**src/rtl/rv_ctrl_pkg.sv**
```systemverilog
// Shared encodings for the multi-cycle RV32I control FSM: opcodes, states, mux selects.
package rv_ctrl_pkg;

  localparam logic [6:0] OpLoad  = 7'b0000011;
  localparam logic [6:0] OpStore = 7'b0100011;
  localparam logic [6:0] OpRtype = 7'b0110011;

  typedef enum logic [3:0] {
    StFetch,
    StDecode,
    StMemAdr,
    StMemRead,
    StMemWb,
    StMemWrite,
    StExecR,
    StAluWb,
    StTrap
  } state_e;

  typedef enum logic [1:0] {
    AluOpAdd,
    AluOpSub,
    AluOpFunc
  } alu_op_e;

  localparam logic [2:0] AluCtlAdd     = 3'b000;
  localparam logic [2:0] AluCtlSub     = 3'b001;
  localparam logic [2:0] AluCtlInvalid = 3'b111;

  localparam logic [1:0] SrcAPc    = 2'b00;
  localparam logic [1:0] SrcAOldPc = 2'b01;
  localparam logic [1:0] SrcARs1   = 2'b10;

  localparam logic [1:0] SrcBRs2  = 2'b00;
  localparam logic [1:0] SrcBImm  = 2'b01;
  localparam logic [1:0] SrcBFour = 2'b10;

  localparam logic [1:0] ImmI = 2'b00;
  localparam logic [1:0] ImmS = 2'b01;

  localparam logic [1:0] ResAluOut    = 2'b00;
  localparam logic [1:0] ResMemData   = 2'b01;
  localparam logic [1:0] ResAluResult = 2'b10;

  // States that stall on memory and are subject to the wait timeout.
  function automatic logic is_wait_state(state_e s);
    return (s == StFetch) || (s == StMemRead) || (s == StMemWrite);
  endfunction

endpackage

```
**src/rtl/alu_decoder.sv**
```systemverilog
// Combinational ALU control decode from the FSM's ALU op request and the instruction fields.
module alu_decoder
  import rv_ctrl_pkg::*;
(
  input  alu_op_e     alu_op,
  input  logic [2:0]  func3,
  input  logic [6:0]  func7,
  output logic [2:0]  alu_control
);

  // Only func7[5] distinguishes ADD from SUB in this subset.
  logic w_unused_func7;
  assign w_unused_func7 = ^{func7[6], func7[4:0]};

  always_comb begin
    alu_control = AluCtlAdd;
    unique case (alu_op)
      AluOpAdd: alu_control = AluCtlAdd;
      AluOpSub: alu_control = AluCtlSub;
      AluOpFunc: begin
        if (func3 == 3'b000) begin
          alu_control = func7[5] ? AluCtlSub : AluCtlAdd;
        end else begin
          alu_control = AluCtlInvalid;
        end
      end
      default: alu_control = AluCtlAdd;
    endcase
  end

endmodule

```
**src/rtl/multicycle_control.sv**
```systemverilog
// Sequencing FSM for the multi-cycle RV32I core (LW, SW, ADD/SUB), with memory wait timeout.
// Define MULTICYCLE_CTRL_PERF_EN to add the cycle_count/instret_count performance counters.
module multicycle_control
  import rv_ctrl_pkg::*;
#(
  parameter int unsigned WAIT_TIMEOUT = 255
`ifdef MULTICYCLE_CTRL_PERF_EN
  ,
  parameter int unsigned CNT_W = 32
`endif
) (
  input  logic        clk,
  input  logic        rst,
  input  logic [6:0]  op,
  input  logic [2:0]  func3,
  input  logic [6:0]  func7,
  input  logic        mem_ready,
  output logic        pc_write,
  output logic        ir_write,
  output logic        adr_source,
  output logic        mem_write,
  output logic        reg_write,
  output logic [1:0]  alu_src_a,
  output logic [1:0]  alu_src_b,
  output logic [1:0]  imm_source,
  output logic [1:0]  result_src,
  output logic [2:0]  alu_control,
  output logic        instr_retired,
  output logic        trap
`ifdef MULTICYCLE_CTRL_PERF_EN
  ,
  output logic [CNT_W-1:0] cycle_count,
  output logic [CNT_W-1:0] instret_count
`endif
);

  localparam int unsigned WaitW = (WAIT_TIMEOUT > 1) ? $clog2(WAIT_TIMEOUT) : 1;

  state_e           r_state, w_state_next;
  logic [WaitW-1:0] r_wait_cnt, w_wait_next;
  logic             w_timeout;
  alu_op_e          w_alu_op;
  logic [2:0]       w_alu_ctl;

  alu_decoder u_alu_decoder (
    .alu_op      (w_alu_op),
    .func3       (func3),
    .func7       (func7),
    .alu_control (w_alu_ctl)
  );

  always_ff @(posedge clk) begin
    if (rst) begin
      r_state    <= StFetch;
      r_wait_cnt <= '0;
    end else begin
      r_state    <= w_state_next;
      r_wait_cnt <= w_wait_next;
    end
  end

  assign w_timeout = (WAIT_TIMEOUT != 0) && is_wait_state(r_state) && !mem_ready &&
                     (r_wait_cnt == WaitW'(WAIT_TIMEOUT - 1));

  always_comb begin
    w_state_next  = r_state;
    w_alu_op      = AluOpAdd;
    pc_write      = 1'b0;
    ir_write      = 1'b0;
    adr_source    = 1'b0;
    mem_write     = 1'b0;
    reg_write     = 1'b0;
    alu_src_a     = SrcAPc;
    alu_src_b     = SrcBRs2;
    imm_source    = ImmI;
    result_src    = ResAluOut;
    instr_retired = 1'b0;
    trap          = 1'b0;

    unique case (r_state)
      StFetch: begin
        alu_src_b  = SrcBFour;
        result_src = ResAluResult;
        ir_write   = mem_ready;
        pc_write   = mem_ready;
        if (w_timeout)      w_state_next = StTrap;
        else if (mem_ready) w_state_next = StDecode;
      end
      StDecode: begin
        alu_src_a = SrcAOldPc;
        alu_src_b = SrcBImm;
        if (op == OpLoad || op == OpStore) w_state_next = StMemAdr;
        else if (op == OpRtype)            w_state_next = StExecR;
        else                               w_state_next = StTrap;
      end
      StMemAdr: begin
        alu_src_a    = SrcARs1;
        alu_src_b    = SrcBImm;
        imm_source   = (op == OpStore) ? ImmS : ImmI;
        w_state_next = (op == OpStore) ? StMemWrite : StMemRead;
      end
      StMemRead: begin
        adr_source = 1'b1;
        if (w_timeout)      w_state_next = StTrap;
        else if (mem_ready) w_state_next = StMemWb;
      end
      StMemWb: begin
        result_src    = ResMemData;
        reg_write     = 1'b1;
        instr_retired = 1'b1;
        w_state_next  = StFetch;
      end
      StMemWrite: begin
        adr_source    = 1'b1;
        mem_write     = 1'b1;
        instr_retired = mem_ready;
        if (w_timeout)      w_state_next = StTrap;
        else if (mem_ready) w_state_next = StFetch;
      end
      StExecR: begin
        alu_src_a    = SrcARs1;
        alu_src_b    = SrcBRs2;
        w_alu_op     = AluOpFunc;
        w_state_next = StAluWb;
      end
      StAluWb: begin
        result_src    = ResAluOut;
        reg_write     = 1'b1;
        instr_retired = 1'b1;
        w_state_next  = StFetch;
      end
      StTrap: begin
        trap = 1'b1;
      end
      default: w_state_next = StTrap;
    endcase

    alu_control = w_alu_ctl;

    // Reset is synchronous, so mask the stale state's outputs during the reset cycle itself.
    if (rst) begin
      pc_write      = 1'b0;
      ir_write      = 1'b0;
      adr_source    = 1'b0;
      mem_write     = 1'b0;
      reg_write     = 1'b0;
      alu_src_a     = SrcAPc;
      alu_src_b     = SrcBRs2;
      imm_source    = ImmI;
      result_src    = ResAluOut;
      alu_control   = AluCtlAdd;
      instr_retired = 1'b0;
      trap          = 1'b0;
    end
  end

  always_comb begin
    w_wait_next = '0;
    if (is_wait_state(r_state) && !mem_ready && (w_state_next == r_state)) begin
      w_wait_next = r_wait_cnt + WaitW'(1);
    end
  end

`ifdef MULTICYCLE_CTRL_PERF_EN
  logic [CNT_W-1:0] r_cycle_cnt, r_instret_cnt;

  always_ff @(posedge clk) begin
    if (rst) begin
      r_cycle_cnt   <= '0;
      r_instret_cnt <= '0;
    end else if (r_state != StTrap) begin
      r_cycle_cnt <= r_cycle_cnt + CNT_W'(1);
      if (instr_retired) r_instret_cnt <= r_instret_cnt + CNT_W'(1);
    end
  end

  assign cycle_count   = r_cycle_cnt;
  assign instret_count = r_instret_cnt;
`endif

endmodule

```
**config.mk**
```make
export PLATFORM = sky130hd
export DESIGN_NAME = multicycle_control
export DESIGN_NICKNAME = d
export VERILOG_FILES = /design/src/rtl/rv_ctrl_pkg.sv /design/src/rtl/alu_decoder.sv /design/src/rtl/multicycle_control.sv
export SDC_FILE = /design/constraint.sdc
export NUM_CORES = 1
export LEC_CHECK = 0
export CORE_MARGIN = 3
export CORE_UTILIZATION = 29
export CTS_CLUSTER_DIAMETER = 80
export DETAILED_ROUTE_END_ITERATION = 8
export DONT_BUFFER_PORTS = 1
export GPL_TIMING_DRIVEN = 0
export HOLD_SLACK_MARGIN = 0.1
export SETUP_SLACK_MARGIN = 0.15
export SLEW_MARGIN = 20
export SYNTH_ARGS = -nofsm -noshare
export SYNTH_HDL_FRONTEND = slang
export SYNTH_HIERARCHICAL = 1
export SYNTH_SLANG_ARGS = --single-unit
export TNS_END_PERCENT = 30
```
**constraint.sdc**
```tcl
create_clock -name clk -period 5.15 [get_ports clk]
set_input_delay 1.03 -clock clk [delete_from_list [all_inputs] [get_ports clk]]
set_output_delay 1.03 -clock clk [all_outputs]
set_load 0.02 [all_outputs]
```
Word level (Yosys, flattened, before mapping)
Index checks and enable logic that the tools add are counted.
- $add $sub $neg: 1
- eq/ne operators: 15
- mux-type cells: 36
- bitwise logic cells: 1
- reductions and logical operators: 14
- operator list (operator ; number):
    4-bit 2-to-1 mux ; 8
    4-bit case mux with 8 select lines ; 1
    4-bit by 3-bit equality test with 1-bit output (second input constant) ; 4
    7-bit by 6-bit equality test with 1-bit output (second input constant) ; 2
    1-bit 2-to-1 mux ; 14
    2-bit case mux with 2 select lines ; 3
    2-bit 2-to-1 mux ; 5
    2-bit OR reduction ; 5
    3-bit 2-to-1 mux ; 3
    8-bit by 1-bit adder with 8-bit output (second input constant) ; 1
    4-bit by 2-bit equality test with 1-bit output (second input constant) ; 2
    8-bit equality test (second input constant) ; 1
    7-bit by 2-bit equality test with 1-bit output (second input constant) ; 1
    3-bit case mux with 2 select lines ; 1
    4-bit by 1-bit equality test with 1-bit output (second input constant) ; 1
    4-bit equality test ; 1
    4-bit equality test (second input constant) ; 1
    4-bit zero test ; 1
    1-bit logical AND ; 3
    3-bit zero test ; 1
    1-bit logical OR ; 3
    2-bit by 1-bit equality test with 1-bit output (second input constant) ; 1
    2-bit equality test (second input constant) ; 1
    1-bit case mux with 2 select lines ; 1
    other kinds (2) ; 2
- bits in registers: 12
- bits of input ports: 20
- output and inout port bits: 18

Depth between registers and ports, before layout
Gate-level depths: netlist of the first run.
- word-level depth: 11
- depth in mapped cells: 9
- gate-level depth less buffers: 8

Cells and area by module
Netlist of the first run, hierarchy kept.
- modules (own cells, without submodules) (module ; instances ; cells each ; area an instance (um^2) ; sequential area each (um^2)):
    multicycle_control ; 1 ; 104 ; 807.0 ; 240.2
    alu_decoder ; 1 ; 10 ; 76.3 ; 0.0

Worst setup path after synthesis of the first run
Ideal clock, no wire load.
- path type: in2out
- from: in rst
- to: out pc_write
- arrival: 2.504 ns
- path slack: 1.616 ns
- stages: 5
- buffers on the path: 2
- path through: or3_1 -> clkbuf_1 -> nor3_1 -> and2_1 -> buf_4
- word-level cells in the longest chain between the ends: 1
- ends and longest elaborated chain (item ; line ; text):
    start: declaration ; multicycle_control.sv:13 ; input logic rst,
    1-bit 2-to-1 mux ; n/a ;
    end: declaration ; multicycle_control.sv:18 ; output logic pc_write,
No other way between the ends.

Worst setup path in the final report of the first run
Ends and elaborated chain as after synthesis.

==> impl_metrics.csv, run 1 <==
group,metric,value,unit
synth,syn_inst,114,
worst_setup_path,cp_max_fo,8,
worst_setup_path,cp-startpoint,"rst",
routing,vias,813,
placed_design,gp_congestion,0.775,
routing,drt_wl_total,1980,um
timing,timing.final.ws_setup,1520,ps
routing,drt_iter0_drc,25,
cts,cts_made_buffers,3,
timing,rsz0062_at_grt,"no",
layout,area_growth,9.35,%
timing,finalSetupViolCount,0,
worst_setup_path,crit_family,"simple AND/OR/NAND/NOR gates",
worst_setup_path,crit_path_top_delay_cell,"nor3_1",
synth,syn_area_per_cell,7.75,sq um
timing,worst_slew_pin_slew,964,ps
worst_setup_path,crit_path_max_incr_delay,560,ps
cts,hold_buffers,0,
cts,post_cts_buffers,0,
global_route,antenna_found_initial,0,
timing,period_needed,3630,ps
timing,maxSlewViolCount,0,
placed_design,pre_cts_slack,1520,ps
worst_setup_path,r2r_cells,4,
layout,fillerInstances,302,
synth,yosysSeqAreaShare,27.2,%
floorplan,fp.dieArea,3740,sq um
layout,seqCellArea,240,sq um
floorplan,coreArea,2830,sq um
timing,final-hold-violation-count,0,
cts,clk_pin_slew,70,ps
routing,ant_nets,0,
worst_setup_path,critPathLaunchType,"primary input",
timing,slew_headroom,34.9,%
timing,setup_tns,0,ps
cts,clockBufferDepth,2,
layout,multiInputGateArea,592,sq um
worst_setup_path,endpoint_kind,"output port",
floorplan,die_height,61.2,um
routing,via_per_inst,5.38,
cts,cts_tree,"built",
global_route,grt_pass1_wl,3070,um
cts,clk_latency,270,ps
routing,dr.pass1.iters,4,
worst_setup_path,crit_chain,"or3_1 -> clkbuf_1 -> nor3_1 -> and2_1 -> buf_4",
routing,post_drt_wl_per_cell,13.1,um
worst_setup_path,r2r_slack,3580,ps
worst_setup_path,worstPathRequired,4120,ps
power,power_per_cell_area,210,nW/um^2
worst_hold_path,hold_class,"reg2reg",
worst_hold_path,whs_path_depth,1,
floorplan,die_w,61.2,um
floorplan,io_pins,38,
cts,cts-root-buf,"clkbuf_4",
floorplan,rows,19,
power,peakVddDrop,133,uV
layout,mostFrequentLayoutCells,"18 x nor2_1, 12 x dfxtp_1, 7 x nor2b_1",
synth,synth-seq-cells,12,
worst_hold_path,min_from,"r_wait_cnt[0]",
job,drv_cap,0,
timing,max_freq,276,MHz
worst_setup_path,path_depth,5,
synth,ys_warn_count,6,
worst_setup_path,reg2reg_from,"r_state[0]",
synth,ys_types,38,
placed_design,io_buffers,0,
worst_setup_path,timing.rr.end,"r_state[1]",
global_route,grt.overflow.total,0,
routing,remaining_drc_errors,0,
power,p_leak,0.378,nW
cts,htreeDepth,1,
worst_hold_path,holdPathEnd,"r_wait_cnt[0]",
timing,clock_skew,1.05,ps
global_route,grt_start_max_net_pins,11,
worst_setup_path,crit_buf_inv,2,
global_route,grt_pass1_vias,725,
outcome,outcome,"finished, final reports clean",
layout,final_common_cell,"nor2_1",
layout,nNetsFinal,145,
cts,cts_resized,0,
worst_setup_path,worstSetupPathType,"in2out",
layout,drive_gt1_share,10.8,%
layout,insertedDiodeCount,0,
timing,period_share,70.5,%
synth,synth_area,883,sq um
floorplan,start_util,31.2,%
global_route,grt_use_total,11.0,%
worst_setup_path,worstPathArrival,2600,ps
placed_design,hpwl,1520,um
cts,clock-sinks,12,
## through the flow
stage / utilization [%] / total power, mW / hold slack, ps / instance area [sq um] / std cells
2_1_floorplan: - / 0.126 / 441 / 891 / 116
3_3_place_gp: 32.9 / 0.130 / 459 / 930 / 147
3_5_place_dp: 32.9 / 0.131 / 474 / 930 / 147
4_1_cts: 34.1 / 0.205 / 497 / 966 / 151
5_1_grt: 34.1 / 0.216 / 529 / 966 / 151
6_report: 34.1 / 0.203 / 486 / 966 / 151
## final cells by class
class,instances,share of cell area (%)
flip-flops and latches,12,24.9
well taps,31,4.02
clock buffers,4,3.76
multi-input cells,92,61.3
plain buffers,8,4.53
inverters,4,1.55
## cell families after synthesis
family | Yosys count | share of synthesized area (%)
and+or+nand+nor | 64 | 40.2
AOI/OAI and AO/OA | 13 | 11.9
buffers and inverters | 12 | 6.66
DFF | 12 | 27.2
xor gates and xnor gates | 8 | 7.93
adders and majority gates | 4 | 5.67
other | 1 | 0.425
## state kept, by name, summed over array words and instances, names as in the netlist
register	flops
r_wait_cnt	8
r_state	4
## worst max path at each step
stage,end,slack [ps]
floorplan,pc_write,1620
detailed placement,pc_write,1520
CTS,pc_write,1520
global placement,pc_write,1520
finish,pc_write,1520
global route,pc_write,1420
## power by group
part	leakage, nW	total (mW)	internal [mW]	switching [mW]
Clock	0.0210	0.0735	0.0429	0.0306
Sequential	0.0972	0.0982	0.0951	0.00310
Combinational	0.260	0.0309	0.0105	0.0204
## cells in the mapped netlist, drive strengths merged
library cell  instances  share of area [%]
buf                   5                3.7
nand2b                4                2.8
conb                  1               0.42
nand4                 2                1.4
or3                   1               0.71
nand3b                3                2.5
inv                   4                1.7
a21oi                 2                1.1
o21ai                 3                1.7
dfxtp                12                 27
and4bb                1                1.4
and2                  1               0.71
or4b                  1                1.1
nor4                  2                1.4
a21boi                1               0.85
clkbuf                3                1.3
a211oi                1                1.4
nor4b                 2                2.0
xor2                  6                5.9
nor2                 18                7.6
a2bb2oi               1               0.99
nor2b                 7                5.0
xnor2                 2                2.0
o2bb2ai               1               0.99
a311oi                1               0.99
a211o                 1               0.99
o31a                  1               0.99
ha                    4                5.7
and4                  1                1.3
and3                  2                1.4
nand3                 6                3.4
nand2                 6                2.5
nor3                  6                4.0
a41oi                 1                1.8
nor3b                 1               0.85
## worst register-to-register path: stages (launching register included)
cell and delay (ps):
dfxtp_1 350, nand2b_1 210, nor3_1 620, o31a_1 250
a211o_1 90
## routing by layer
| metal | wire length (um) | share of wire (%) | track usage [%] |
|---|---|---|---|
| met1 | 892 | 45 | 11.9 |
| met2 | 927 | 47 | 19.9 |
| met3 | 138 | 7.0 | 3.56 |
| met4 | 22 | 1.1 | 3.72 |
| met5 | 0 | 0 | 0 |
Note: power is estimated with default switching activity, not from simulation.
==> run 2, diff against run 1 <==
==> constraint.sdc (replaced) <==
create_clock -name clk -period 3.3 [get_ports clk]
set_input_delay 0.66 -clock clk [delete_from_list [all_inputs] [get_ports clk]]
set_output_delay 0.66 -clock clk [all_outputs]
set_load 0.02 [all_outputs]
==> results of run 2 <==
Same layout as run 1 (identical final DEF). Status: finished, final reports clean.
Main changes from that run: setup slack after placement 1520 ps -> 410 ps; setup slack after layout 1520 ps -> 346 ps; start point of the critical path rst -> r_state[0]; end point of the critical path pc_write -> imm_source[0]; register-to-register setup slack 3580 ps -> 1730 ps; total power 0.203 mW -> 0.316 mW; worst IR drop on VDD 133 uV -> 208 uV
==> run 3, diff against run 2 <==
==> constraint.sdc (replaced) <==
create_clock -name clk -period 3.3 [get_ports clk]
set_input_delay 0.495 -clock clk [delete_from_list [all_inputs] [get_ports clk]]
set_output_delay 0.495 -clock clk [all_outputs]
set_load 0.02 [all_outputs]
==> results of run 3 <==
Same layout as run 1 (identical final DEF). Status: finished, final reports clean.
Main changes from that run: setup slack after placement 1520 ps -> 740 ps; setup slack after layout 1520 ps -> 511 ps; hold slack 486 ps -> 435 ps; start point of the critical path rst -> r_state[0]; end point of the critical path pc_write -> imm_source[0]; register-to-register setup slack 3580 ps -> 1730 ps; end point of the worst hold path r_wait_cnt[0] -> r_state[0]; total power 0.203 mW -> 0.316 mW; worst IR drop on VDD 133 uV -> 208 uV
